$ cat src/rtl/alarm_pkg.sv
// Shared types and helpers for the alarm ringer block.
package alarm_pkg;

    typedef enum logic [1:0] {
        IDLE    = 2'd0,
        RINGING = 2'd1,
        SNOOZE  = 2'd2
    } state_t;

    typedef struct packed {
        logic [3:0] hourdec;
        logic [3:0] hourone;
        logic [3:0] mindec;
        logic [3:0] minone;
    } bcd_time_t;

    // Raw digit-by-digit equality; digits are not checked for BCD validity.
    function automatic logic bcd_time_eq(input bcd_time_t a, input bcd_time_t b);
        return (a.hourdec == b.hourdec) && (a.hourone == b.hourone) &&
               (a.mindec  == b.mindec)  && (a.minone  == b.minone);
    endfunction

endpackage

$ cat src/rtl/alarm_ringer_if.sv
// Time/alarm inputs, user controls and speaker/LED outputs of the alarm ringer.
interface alarm_ringer_if;

    logic       sec_tick;
    logic [3:0] hourdec_now;
    logic [3:0] hourone_now;
    logic [3:0] mindec_now;
    logic [3:0] minone_now;
    logic [3:0] hourdec_alarm;
    logic [3:0] hourone_alarm;
    logic [3:0] mindec_alarm;
    logic [3:0] minone_alarm;
    logic       alarm_en;
    logic       stop;
    logic       snooze;
    logic       sound;
    logic       ringing;
    logic       snoozed;

    // Watch side: drives time, alarm setting and buttons; reads status.
    modport master (
        output sec_tick,
        output hourdec_now, hourone_now, mindec_now, minone_now,
        output hourdec_alarm, hourone_alarm, mindec_alarm, minone_alarm,
        output alarm_en, stop, snooze,
        input  sound, ringing, snoozed
    );

    // Ringer side.
    modport slave (
        input  sec_tick,
        input  hourdec_now, hourone_now, mindec_now, minone_now,
        input  hourdec_alarm, hourone_alarm, mindec_alarm, minone_alarm,
        input  alarm_en, stop, snooze,
        output sound, ringing, snoozed
    );

endinterface

$ cat src/rtl/alarm_ringer_tone_gen.sv
// Square-wave tone divider: toggles tone every HALF clocks while enabled,
// held cleared (divider and tone) whenever disabled.
module tone_gen #(
    parameter int CLK_HZ  = 100_000_000,
    parameter int TONE_HZ = 1000
) (
    input  logic clk,
    input  logic rst,
    input  logic en,
    output logic tone
);

    localparam int HALF = CLK_HZ / (2 * TONE_HZ);
    localparam int CW   = (HALF > 1) ? $clog2(HALF) : 1;
    localparam logic [CW-1:0] LAST = CW'(HALF - 1);

    logic [CW-1:0] cnt_q, cnt_d;
    logic          tone_q, tone_d;

    // Next divider count and tone level; wrap toggles the tone.
    always_comb begin
        cnt_d  = cnt_q;
        tone_d = tone_q;
        if (!en) begin
            cnt_d  = '0;
            tone_d = 1'b0;
        end else if (cnt_q == LAST) begin
            cnt_d  = '0;
            tone_d = ~tone_q;
        end else begin
            cnt_d = cnt_q + CW'(1);
        end
    end

    // Divider and tone registers.
    always_ff @(posedge clk) begin
        if (rst) begin
            cnt_q  <= '0;
            tone_q <= 1'b0;
        end else begin
            cnt_q  <= cnt_d;
            tone_q <= tone_d;
        end
    end

    assign tone = tone_q;

endmodule

$ cat src/rtl/alarm_ringer.sv
// Alarm ringer: detects arrival at the alarm time and runs the
// ring / snooze / stop state machine driving a 1 s on / 1 s off tone.
module alarm_ringer
    import alarm_pkg::*;
#(
    parameter int CLK_HZ     = 100_000_000,
    parameter int TONE_HZ    = 1000,
    parameter int RING_SEC   = 60,
    parameter int SNOOZE_SEC = 300
) (
    input  logic           clk,
    input  logic           rst,
    alarm_ringer_if.slave  bus
);

    localparam int RCW = $clog2(RING_SEC + 1);
    localparam int SCW = $clog2(SNOOZE_SEC + 1);

    bcd_time_t now_time, alarm_time;
    logic      match, trigger, tone, tone_en;

    state_t         state_q, state_d;
    logic [RCW-1:0] ring_cnt_q, ring_cnt_d;
    logic [SCW-1:0] snooze_cnt_q, snooze_cnt_d;
    logic           beep_phase_q, beep_phase_d;
    logic           match_prev_q, match_prev_d;
    logic           ringing_q, ringing_d;
    logic           snoozed_q, snoozed_d;
    logic           sound_q, sound_d;

    assign now_time   = {bus.hourdec_now, bus.hourone_now, bus.mindec_now, bus.minone_now};
    assign alarm_time = {bus.hourdec_alarm, bus.hourone_alarm, bus.mindec_alarm, bus.minone_alarm};

    // Only the arrival at the alarm time rings; holding the time there does not retrigger.
    assign match   = bcd_time_eq(now_time, alarm_time);
    assign trigger = match & ~match_prev_q & bus.alarm_en;

    // The divider only runs while ringing, so every entry to RINGING starts it from zero.
    assign tone_en = (state_q == RINGING);

    tone_gen #(
        .CLK_HZ  (CLK_HZ),
        .TONE_HZ (TONE_HZ)
    ) u_tone_gen (
        .clk  (clk),
        .rst  (rst),
        .en   (tone_en),
        .tone (tone)
    );

    // Next-state, counter, cadence and output decode, highest priority first.
    always_comb begin
        state_d      = state_q;
        ring_cnt_d   = ring_cnt_q;
        snooze_cnt_d = snooze_cnt_q;
        beep_phase_d = beep_phase_q;
        match_prev_d = match;

        if (!bus.alarm_en) begin
            state_d = IDLE;
        end else if (bus.stop && (state_q != IDLE)) begin
            state_d = IDLE;
        end else if (bus.snooze && (state_q == RINGING)) begin
            state_d      = SNOOZE;
            snooze_cnt_d = SCW'(SNOOZE_SEC);
        end else begin
            case (state_q)
                IDLE: begin
                    if (trigger) begin
                        state_d      = RINGING;
                        ring_cnt_d   = RCW'(RING_SEC);
                        beep_phase_d = 1'b1;
                    end
                end
                RINGING: begin
                    if (bus.sec_tick) begin
                        if (ring_cnt_q == RCW'(1)) begin
                            state_d = IDLE;
                        end else begin
                            ring_cnt_d   = ring_cnt_q - RCW'(1);
                            beep_phase_d = ~beep_phase_q;
                        end
                    end
                end
                SNOOZE: begin
                    if (bus.sec_tick) begin
                        if (snooze_cnt_q == SCW'(1)) begin
                            state_d      = RINGING;
                            ring_cnt_d   = RCW'(RING_SEC);
                            beep_phase_d = 1'b1;
                        end else begin
                            snooze_cnt_d = snooze_cnt_q - SCW'(1);
                        end
                    end
                end
                default: state_d = IDLE;
            endcase
        end

        ringing_d = (state_d == RINGING);
        snoozed_d = (state_d == SNOOZE);
        sound_d   = tone & beep_phase_d & (state_d == RINGING);
    end

    // State and registered outputs; match history starts high so reset cannot trigger.
    always_ff @(posedge clk) begin
        if (rst) begin
            state_q      <= IDLE;
            ring_cnt_q   <= '0;
            snooze_cnt_q <= '0;
            beep_phase_q <= 1'b0;
            match_prev_q <= 1'b1;
            ringing_q    <= 1'b0;
            snoozed_q    <= 1'b0;
            sound_q      <= 1'b0;
        end else begin
            state_q      <= state_d;
            ring_cnt_q   <= ring_cnt_d;
            snooze_cnt_q <= snooze_cnt_d;
            beep_phase_q <= beep_phase_d;
            match_prev_q <= match_prev_d;
            ringing_q    <= ringing_d;
            snoozed_q    <= snoozed_d;
            sound_q      <= sound_d;
        end
    end

    assign bus.sound   = sound_q;
    assign bus.ringing = ringing_q;
    assign bus.snoozed = snoozed_q;

endmodule

$ cat src/flat_wrapper.sv
// flat-port wrapper written by rule: the top's interface ports become plain ports
module alarm_ringer_flat import alarm_pkg::*;
#(
    parameter int CLK_HZ     = 100_000_000,
    parameter int TONE_HZ    = 1000,
    parameter int RING_SEC   = 60,
    parameter int SNOOZE_SEC = 300
)
  (clk, rst, bus_sec_tick, bus_hourdec_now, bus_hourone_now, bus_mindec_now, bus_minone_now, bus_hourdec_alarm, bus_hourone_alarm, bus_mindec_alarm, bus_minone_alarm, bus_alarm_en, bus_stop, bus_snooze, bus_sound, bus_ringing, bus_snoozed);
  alarm_ringer_if bus_i ();
  input  logic clk;
  input  logic rst;
  input wire logic [$bits(bus_i.sec_tick)-1:0] bus_sec_tick;
  input wire logic [$bits(bus_i.hourdec_now)-1:0] bus_hourdec_now;
  input wire logic [$bits(bus_i.hourone_now)-1:0] bus_hourone_now;
  input wire logic [$bits(bus_i.mindec_now)-1:0] bus_mindec_now;
  input wire logic [$bits(bus_i.minone_now)-1:0] bus_minone_now;
  input wire logic [$bits(bus_i.hourdec_alarm)-1:0] bus_hourdec_alarm;
  input wire logic [$bits(bus_i.hourone_alarm)-1:0] bus_hourone_alarm;
  input wire logic [$bits(bus_i.mindec_alarm)-1:0] bus_mindec_alarm;
  input wire logic [$bits(bus_i.minone_alarm)-1:0] bus_minone_alarm;
  input wire logic [$bits(bus_i.alarm_en)-1:0] bus_alarm_en;
  input wire logic [$bits(bus_i.stop)-1:0] bus_stop;
  input wire logic [$bits(bus_i.snooze)-1:0] bus_snooze;
  output wire logic [$bits(bus_i.sound)-1:0] bus_sound;
  output wire logic [$bits(bus_i.ringing)-1:0] bus_ringing;
  output wire logic [$bits(bus_i.snoozed)-1:0] bus_snoozed;
  assign bus_i.sec_tick = bus_sec_tick;
  assign bus_i.hourdec_now = bus_hourdec_now;
  assign bus_i.hourone_now = bus_hourone_now;
  assign bus_i.mindec_now = bus_mindec_now;
  assign bus_i.minone_now = bus_minone_now;
  assign bus_i.hourdec_alarm = bus_hourdec_alarm;
  assign bus_i.hourone_alarm = bus_hourone_alarm;
  assign bus_i.mindec_alarm = bus_mindec_alarm;
  assign bus_i.minone_alarm = bus_minone_alarm;
  assign bus_i.alarm_en = bus_alarm_en;
  assign bus_i.stop = bus_stop;
  assign bus_i.snooze = bus_snooze;
  assign bus_sound = bus_i.sound;
  assign bus_ringing = bus_i.ringing;
  assign bus_snoozed = bus_i.snoozed;
  alarm_ringer #(.CLK_HZ(CLK_HZ), .TONE_HZ(TONE_HZ), .RING_SEC(RING_SEC), .SNOOZE_SEC(SNOOZE_SEC)) u_core (.clk(clk), .rst(rst), .bus(bus_i));
endmodule
$ cat config.mk
export PLATFORM = sky130hd
export DESIGN_NAME = alarm_ringer_flat
export DESIGN_NICKNAME = d
export VERILOG_FILES = /design/src/rtl/alarm_pkg.sv /design/src/rtl/alarm_ringer_if.sv /design/src/rtl/alarm_ringer_tone_gen.sv /design/src/rtl/alarm_ringer.sv /design/src/flat_wrapper.sv
export SDC_FILE = /design/constraint.sdc
export NUM_CORES = 1
export LEC_CHECK = 0
export CORE_ASPECT_RATIO = 1.75
export CORE_UTILIZATION = 52
export CTS_CLUSTER_DIAMETER = 60
export DETAILED_ROUTE_END_ITERATION = 8
export PLACE_DENSITY_LB_ADDON = 0.1
export REMOVE_ABC_BUFFERS = 1
export SLEW_MARGIN = 30
export SYNTH_ARGS = -nofsm -noshare
export SYNTH_HDL_FRONTEND = slang
export SYNTH_HIERARCHICAL = 1
export SYNTH_SLANG_ARGS = --single-unit
$ cat constraint.sdc
create_clock -name clk -period 2.1 [get_ports clk]
set_input_delay 0.42 -clock clk [delete_from_list [all_inputs] [get_ports clk]]
set_output_delay 0.42 -clock clk [all_outputs]
set_load 0.1 [all_outputs]
==> impl_metrics.tcl <==
set metrics [dict create \
    ys_seq_area_frac 0.343 \
    mappedNetlistArea_um2 2270 \
    post-cts-setup-buffer-count 0 \
    start_kind "flop" \
    critical_path.endpoint_type "flop" \
    grt_max_degree 17 \
    layout.core_utilization 0.707 \
    max_slew_headroom 0.652 \
    run_status "complete, no violations" \
    number_of_hold_buffers_added_after_cts 0 \
    globalplace.congestion 0.859 \
    hold-worst-slack_ns 0.458 \
    worst-path-max-fanout 8 \
    p_int_uw 1310 \
    worst_ir_drop_vdd_uv 469 \
    post-route-drc-count 0 \
    finalWirelength_um 4850 \
    grt.overflow.total 0 \
    tightest_slew_ns 0.518 \
    core.rowCount 31 \
    ys_ff_latch 39 \
    floorplan.core_area_um2 4150 \
    yosysTopAreaCell "sky130_fd_sc_hd__dfxtp_1" \
    vias_per_cell 5.52 \
    postSynthCellCount 249 \
    power.density_nw_per_um2 549 \
    buffer_ports.inserted 40 \
    power_dissipated_by_switching_net_loads_uw 297 \
    die_height_um 89.5 \
    grt_setup_unrepaired "no" \
    insertedDiodeCount 0 \
    ios 41 \
    timing.final.ws_setup_ns 0.223 \
    timing.final.hold_violations 0 \
    clkLatencyLatePin_ns 0.29 \
    synth_cell_type_count 64 \
    setup.worst_path.start "u_core/snooze_cnt_q[1]" \
    root_buffer "sky130_fd_sc_hd__clkbuf_8" \
    synth_largest_type_area_fraction 0.343 \
    number_of_global_route_vias_before_repair 1865 \
    number_of_vias_in_the_routed_layout 1955 \
    final_period_minus_worst_setup_slack_ns 1.88 \
    yosys-top-cells-count "39 x sky130_fd_sc_hd__dfxtp_1, 32 x sky130_fd_sc_hd__nor2_1, 29 x sky130_fd_sc_hd__xnor2_1" \
    synth-warning-count 6 \
    global_route_total_usage_across_every_layer 0.224 \
    global_route_wire_length_before_repair_um 7690 \
    multiInputGateArea_um2 1410 \
    synth.top_cells.by_area "sky130_fd_sc_hd__dfxtp_1 34%, sky130_fd_sc_hd__xnor2_1 11%, sky130_fd_sc_hd__nor2_1 5.3%, sky130_fd_sc_hd__a21oi_1 3.1%, sky130_fd_sc_hd__ha_1 2.8%" \
    report.final.setup_viol 0 \
    async_flop_share 0 \
    maximum_number_of_buffers_from_clock_root_to_sink 2 \
    holdCritPathClass "flop to flop" \
    regArea_um2 781 \
    1st_pass_router_iterations 4 \
    post-synth-top-count-cell "sky130_fd_sc_hd__dfxtp_1" \
    tritoncts "built" \
    clock_tree.htree_level_count 2 \
    static-leakage-power_uw 0.00104 \
    timing.max_cap.violations 0 \
    clock_skew_ns 0.00724 \
    power_frac_clock 0.452 \
    part_of_the_power_in_registers 0.460 \
    cts_made_buffers 5 \
    finish.net_count 347 \
    syn_to_final_growth_pct 29.0 \
    comb_power_share 0.088 \
    clk_pin_slew_worst_paths_ns 0.08 \
    report.power.total_uw 1610 \
    ys.flop_type "sky130_fd_sc_hd__dfxtp_1" \
    post-route-period-util 0.894 \
    die_area_um2 4650 \
    worst-setup-path-type "flop to flop" \
    fmax_ghz 0.533 \
    synth_enable_flop_cells 0 \
    initial_standard_cell_utilization_of_the_core 0.548 \
    final_max_slew_viol_count 0 \
    detailedRoute.firstIterationViolations 23 \
    reg_to_reg_critical_path_startpoint "u_core/snooze_cnt_q[1]" \
    worst_ep_required_time_ns 2.32 \
    p_sw_frac 0.185 \
    setup_slack_after_placement_ns -0.00139 \
    routed_wire_length_per_instance_um 13.7 \
    crit_path_dat_ns 2.10 \
    antenna_found_initial 0 \
    dp_hpwl_um 3850 \
    hold_path.startpoint "u_core/u_tone_gen/tone" \
    die_width_um 52.0 \
    syn_area_per_cell_um2 9.13 \
    detail-route-antenna-nets 0 \
    drive_above_1_share 0.164 \
    tritoncts_num_sinks 39 \
    cts_resized 0 \
    fillerInstances 328 \
]
-- path summary, 6_finish.rpt --
kind         slack [ns]  cells after the start                endpoint
min                0.46                      2        u_core/bus.sound
max reg2reg        0.22                      9  u_core/snooze_cnt_q[6]
max                0.22                      9  u_core/snooze_cnt_q[6]
min reg2reg        0.46                      2        u_core/bus.sound
-- layout make-up --
cell class              instances  area share
multi-input cells             192       0.479
inverters                      13      0.0171
flip-flops and latches         39       0.266
clock buffers                   6      0.0247
clock inverters                 2      0.0205
repair buffers                 53       0.172
well taps                      49      0.0209
-- power groups by stage --
stage	Combinational, µW	Sequential, µW	Clock [µW]
2_1_floorplan	44.3	757	0
3_3_place_gp	142	757	0
3_5_place_dp	143	757	0
4_1_cts	144	740	745
5_1_grt	153	740	774
6_report	142	740	727
-- layout by cell type (no fill, tap or decap), drive strengths merged, types with 3 or more instances in the layout --
cell type and n:
dfxtp 39, clkdlybuf4s50 37, nor2 34, xnor2 29, buf 16, a21oi 14, nand2 13, inv 12
nand4 12, nor3 11, nand3 9, xor2 7, nor4 7, clkbuf 6, ha 5, a21boi 4
nor3b 3, o21ai 3, and2b 3, and2 3
-- flip-flops by register name (all words and copies together), names as in the netlist --
name and cells:
u_core/ring_cnt_q 6, u_core/bus.snoozed 1, u_core/beep_phase_q 1, u_core/state_q 2, u_core/u_tone_gen/cnt_q 16, u_core/match_prev_q 1
u_core/bus.ringing 1, u_core/u_tone_gen/tone 1, u_core/bus.sound 1, u_core/snooze_cnt_q 9
-- stage by stage --
step	cells	TNS [ns]	instance area, µm²
6_report	354	0	2930
5_1_grt	354	0	2930
4_1_cts	354	0	2930
3_5_place_dp	346	-0.00139	2800
3_3_place_gp	346	0	2800
2_1_floorplan	244	0	2240
-- kinds of logic after synthesis --
kind of cell,after synthesis,synth area share
simple gates,110,0.320
compound gates,39,0.123
flops,39,0.343
xor+xnor,36,0.139
buf+inv,18,0.0385
fa+ha+maj,5,0.0275
mux,2,0.00936
-- metal layers --
metal  part of all wire  track usage
met5                  0            0
met4              0.028        0.125
met3              0.022       0.0374
met2               0.59        0.448
met1               0.36        0.200
-- worst max-delay path, cell delays in order (launching register included) --
cell and delay [ns]:
sky130_fd_sc_hd__dfxtp_1 0.35, sky130_fd_sc_hd__inv_1 0.07, sky130_fd_sc_hd__ha_1 0.17, sky130_fd_sc_hd__nor3b_1 0.13
sky130_fd_sc_hd__buf_4 0.14, sky130_fd_sc_hd__nand3_2 0.10, sky130_fd_sc_hd__buf_12 0.13, sky130_fd_sc_hd__a21boi_4 0.06
sky130_fd_sc_hd__or4b_1 0.50, sky130_fd_sc_hd__a21oi_1 0.16
Power figures use the tool's default switching activity.
==> patch 1: new RTL, same settings <==
Re-encode `state_t` (3 states) as one-hot, 3 bits wide.
--- a/src/rtl/alarm_pkg.sv
+++ b/src/rtl/alarm_pkg.sv
@@ -3,6 +3,6 @@
 
-    typedef enum logic [1:0] {
-        IDLE    = 2'd0,
-        RINGING = 2'd1,
-        SNOOZE  = 2'd2
+    typedef enum logic [2:0] {
+        IDLE    = 3'b001,
+        RINGING = 3'b010,
+        SNOOZE  = 3'b100
     } state_t;
Function: no difference found for any inputs over 10 cycles, from zero or initial values and one cycle with rst high; not proved beyond that.
==> patch 1 against the original RTL <==
  * The run now ends with setup timing left
  * Largest cell class unchanged
  * Highest routed layer unchanged
  * Area after synthesis is 1.1% higher
  * Total power is 11% lower
  * Global-route usage is 2.6 points higher
  * Design area is 4.8% higher
  * Critical path depth is 3 lower
  * Setup slack worse by 0.29 ns
  * Routed wire length is 12% higher
  * Sequential cell count is 1 higher
==> patch 1: results (changes against the original RTL) <==
Detailed routing
  – WL per Instance: 14.19 um (was 13.70 um)
  – Avg Vias per Cell: 5.525 (was 5.523)
  – Final wirelength: 5408 um (was 4849 um)
  – Met3 wire len: 122 um (was 105 um)

Worst setup path
  – Crit path largest cell delay: 0.54 ns (was 0.50 ns)
  – Reg2reg end: u_core/ring_cnt_q[0]$_SDFFE_PP0P_ (was u_core/snooze_cnt_q[6]$_SDFFE_PP0P_)
  – CP arrival: 2.37 ns (was 2.10 ns)
  – Worst r2r src: u_core/snooze_cnt_q[4]$_SDFFE_PP0P_ (was u_core/snooze_cnt_q[1]$_SDFFE_PP0P_)
  – Crit-path max FO: 5 (was 8)

Worst hold path
  – Hold Path Sink: u_core/u_tone_gen/cnt_q[0]$_SDFF_PP0_ (was u_core/bus.sound$_SDFF_PP0_)

Finish
  – Buffer share of cell area: 19.63% (was 17.15%)
  – Filler cell count: 355 (was 328)
  – Nets: 374 (was 347)
  – P&R area growth vs syn: 33.70% (was 29.00%)
  – Clock buf count: 5 (was 6)
  – Plain + repair buffers: 68 (was 53)

Placed design
  – DP Area: 2922 um^2 (was 2800 um^2)
  – Place WS: -0.2860 ns (was -0.001388 ns)
  – Final RePlAce weighted congestion: 0.8904 (was 0.8594)

Power and ir drop
  – Worst VDD drop: 0.5166 mV (was 0.4687 mV)
  – Clock group total power: 0.515 mW (was 0.727 mW)

Timing
  – Final setup fails: 7 (was 0)
  – Final worst slack: -0.06827 ns (was 0.2225 ns)
  – Worst-Margin Slew: 0.4172 ns (was 0.5177 ns)

Global route
  – Met2 GRT Util: 45.30% (was 44.76%)
  – M3 GR Usage: 5.245% (was 3.741%)

Synthesis
  – Sequential fraction of the synthesis area: 34.84% (was 34.34%)
  – Post-Syn Area: 2298 um^2 (was 2273 um^2)
  – Gate Count Post-Synth: 259 (was 249)

Outcome
  – Violated checks: setup timing
  – Status: finished, violations left (was completed)
==> patch 1: cell types whose count changed in the layout (fill, tap and decap cells not counted), moves of 4 or more <==
cell and delta:
a21oi_1 -7, a211o_1 +4, buf_4 +16, nand4_1 -8, nor2_1 +9, xor2_1 +16
nand2b_1 +6, nor3_1 -4, xnor2_1 -16
==> patch 1: metrics by stage <==
stage | hold slack (ns) | power, mW
2_1_floorplan | 0.4289 | 0.8184
3_3_place_gp | 0.4515 | 0.9232
3_5_place_dp | 0.4585 | 0.9247
4_1_cts | 0.4845 | 1.439
5_1_grt | 0.5025 | 1.488
6_report | 0.4797 | 1.428
==> patch 1: cell families after synthesis <==
kind of cell | share of synthesized area [%]
buffers and inverters | 2.939
DFF | 34.84
AOI/OAI and AO/OA | 15.68
xor gates and xnor gates | 13.72
adders and majority gates | 2.722
and+or+nand+nor | 30.10
==> patch 1: what timing repair did <==
item	4_1_cts	5_1_grt
gates resized for setup	2	7
endpoints found under the setup margin	14	17
setup buffers	2	1
pin swaps	8	8
==> patch 2: new RTL, config.mk and constraints unchanged <==
Without the edit above. `CLK_HZ` is set to 100_000_000 in 3 places; all go to 400_000_000.
--- a/src/rtl/alarm_ringer_tone_gen.sv
+++ b/src/rtl/alarm_ringer_tone_gen.sv
@@ -3,3 +3,3 @@
 module tone_gen #(
-    parameter int CLK_HZ  = 100_000_000,
+    parameter int CLK_HZ  = 400_000_000,
     parameter int TONE_HZ = 1000
--- a/src/rtl/alarm_ringer.sv
+++ b/src/rtl/alarm_ringer.sv
@@ -5,3 +5,3 @@
 #(
-    parameter int CLK_HZ     = 100_000_000,
+    parameter int CLK_HZ     = 400_000_000,
     parameter int TONE_HZ    = 1000,
--- a/src/flat_wrapper.sv
+++ b/src/flat_wrapper.sv
@@ -3,3 +3,3 @@
 #(
-    parameter int CLK_HZ     = 100_000_000,
+    parameter int CLK_HZ     = 400_000_000,
     parameter int TONE_HZ    = 1000,
Function: no difference found for any inputs over 10 cycles, from zero or initial values and one cycle with rst high; that may be too few to reach the edited logic, so the function may still have changed.
==> patch 2 against the original RTL <==
  * Sequential cell count up 2
  * Global-route usage up 5.0 points
  * Clock power down 11%
  * Setup slack better by 0.0092 ns
  * Area after synthesis up 3.2%
  * Die area up 3.1%
  * Design area up 2.9%
  * Clock skew up 0.0069 ns
  * Count of clock-buffer cells in the layout down 1
  * Utilization down 1.5 points
  * Total power down 2.5%
  * Critical path type unchanged
  * Routed wire length up 18%
==> patch 2: results (changes against the original RTL) <==
Outcome
  – Status: completed (unchanged)

Placed design
  – Cells after DPL: 367 (was 346)
  – Place WS: -0.01725 ns (was -0.001388 ns)
  – Placed wire-length estimate: 4607 um (was 3853 um)
  – Final RePlAce weighted congestion: 0.8166 (was 0.8594)
  – DP Area: 2903 um^2 (was 2800 um^2)

Detailed routing
  – Avg Vias per Cell: 5.632 (was 5.523)
  – WL per Instance: 15.28 um (was 13.70 um)
  – Initial DRC count: 41 (was 23)

Finish
  – Top flop regs: u_core/u_tone_gen/cnt_q: 18 flops, u_core/snooze_cnt_q: 9 flops, u_core/ring_cnt_q: 6 flops (was u_core/u_tone_gen/cnt_q: 16 flops, u_core/snooze_cnt_q: 9 flops, u_core/ring_cnt_q: 6 flops)
  – Util after Layout: 69.15% (was 70.67%)
  – Share of post-route cells with drive strength above 1: 16.36% (was 16.39%)

Global route
  – Vias in the first global route: 2150 (was 1865)

Timing
  – F_max: 535.3 MHz (was 532.6 MHz)
  – Final Skew: 0.01413 ns (was 0.007242 ns)
  – Slew Limit Headroom: 71.43% (was 65.22%)

Synthesis
  – Syn_area_per_cell: 8.891 um^2 (was 9.130 um^2)
  – Multiplexer share of the synthesized area: 0.9062% (was 0.9356%)
  – Synth Area in Compound Gates: 13.81% (was 12.27%)
  – XOR/XNOR Fraction of Synth Area: 13.43% (was 13.87%)
  – Post-synth top cells: dfxtp_1 (41), nor2_1 (32), xnor2_1 (26) (was dfxtp_1 (39), nor2_1 (32), xnor2_1 (29))
  – Sequential fraction of the synthesis area: 34.97% (was 34.34%)
  – Synth Area in Adders: 2.665% (was 2.752%)
  – Synth cell types: 67 (was 64)
  – Synth area leaders: dfxtp_1 (35%), xnor2_1 (9.7%), nor2_1 (5.1%), nand4_1 (3.7%), xor2_1 (3.7%) (was dfxtp_1 (34%), xnor2_1 (11%), nor2_1 (5.3%), a21oi_1 (3.1%), ha_1 (2.8%))

Worst hold path
  – Hold Path Sink: u_core/bus.sound$_SDFF_PP0_ (unchanged)

Power and ir drop
  – Worst VDD drop: 0.5016 mV (was 0.4687 mV)
  – Switching power: 0.3396 mW (was 0.2975 mW)
  – Comb pwr share: 9.2% (was 8.8%)

Worst setup path
  – Crit-path max FO: 4 (was 8)

CTS
  – CTS Buf Count: 5 (unchanged)
-- patch 2: changes by cell type in the layout (fill, tap and decap cells not counted), moves of 3 or more --
cell,before,now
buf_4,15,22
nand4_1,10,14
xnor2_1,29,26
xor2_1,7,10
-- patch 2: cell families after synthesis --
| group | count (synthesis) |
|---|---|
| multiplexers | 2 |
| buffers and inverters | 19 |
| XOR/XNOR | 36 |
| AND/OR/NAND/NOR | 117 |
| AO/OA/AOI/OAI | 44 |
| adder cells (fa/ha/maj) | 5 |
| flip-flops | 41 |
-- patch 2: layout make-up --
| cell class | instances | area share [%] |
|---|---|---|
| well taps | 51 | 2.114 |
| clock buffers | 5 | 2.280 |
| inverters | 12 | 1.534 |
| clock inverters | 3 | 1.534 |
| flip-flops and latches | 41 | 27.20 |
| repair buffers | 59 | 17.74 |
| multi-input cells | 204 | 47.60 |
-- patch 2: metal layers --
layer  global-route usage [%]  routed length (um)
met5                        0                   0
met4                    15.79                 240
met3                    5.387                 140
met2                    51.37                3427
met1                    25.21                1921
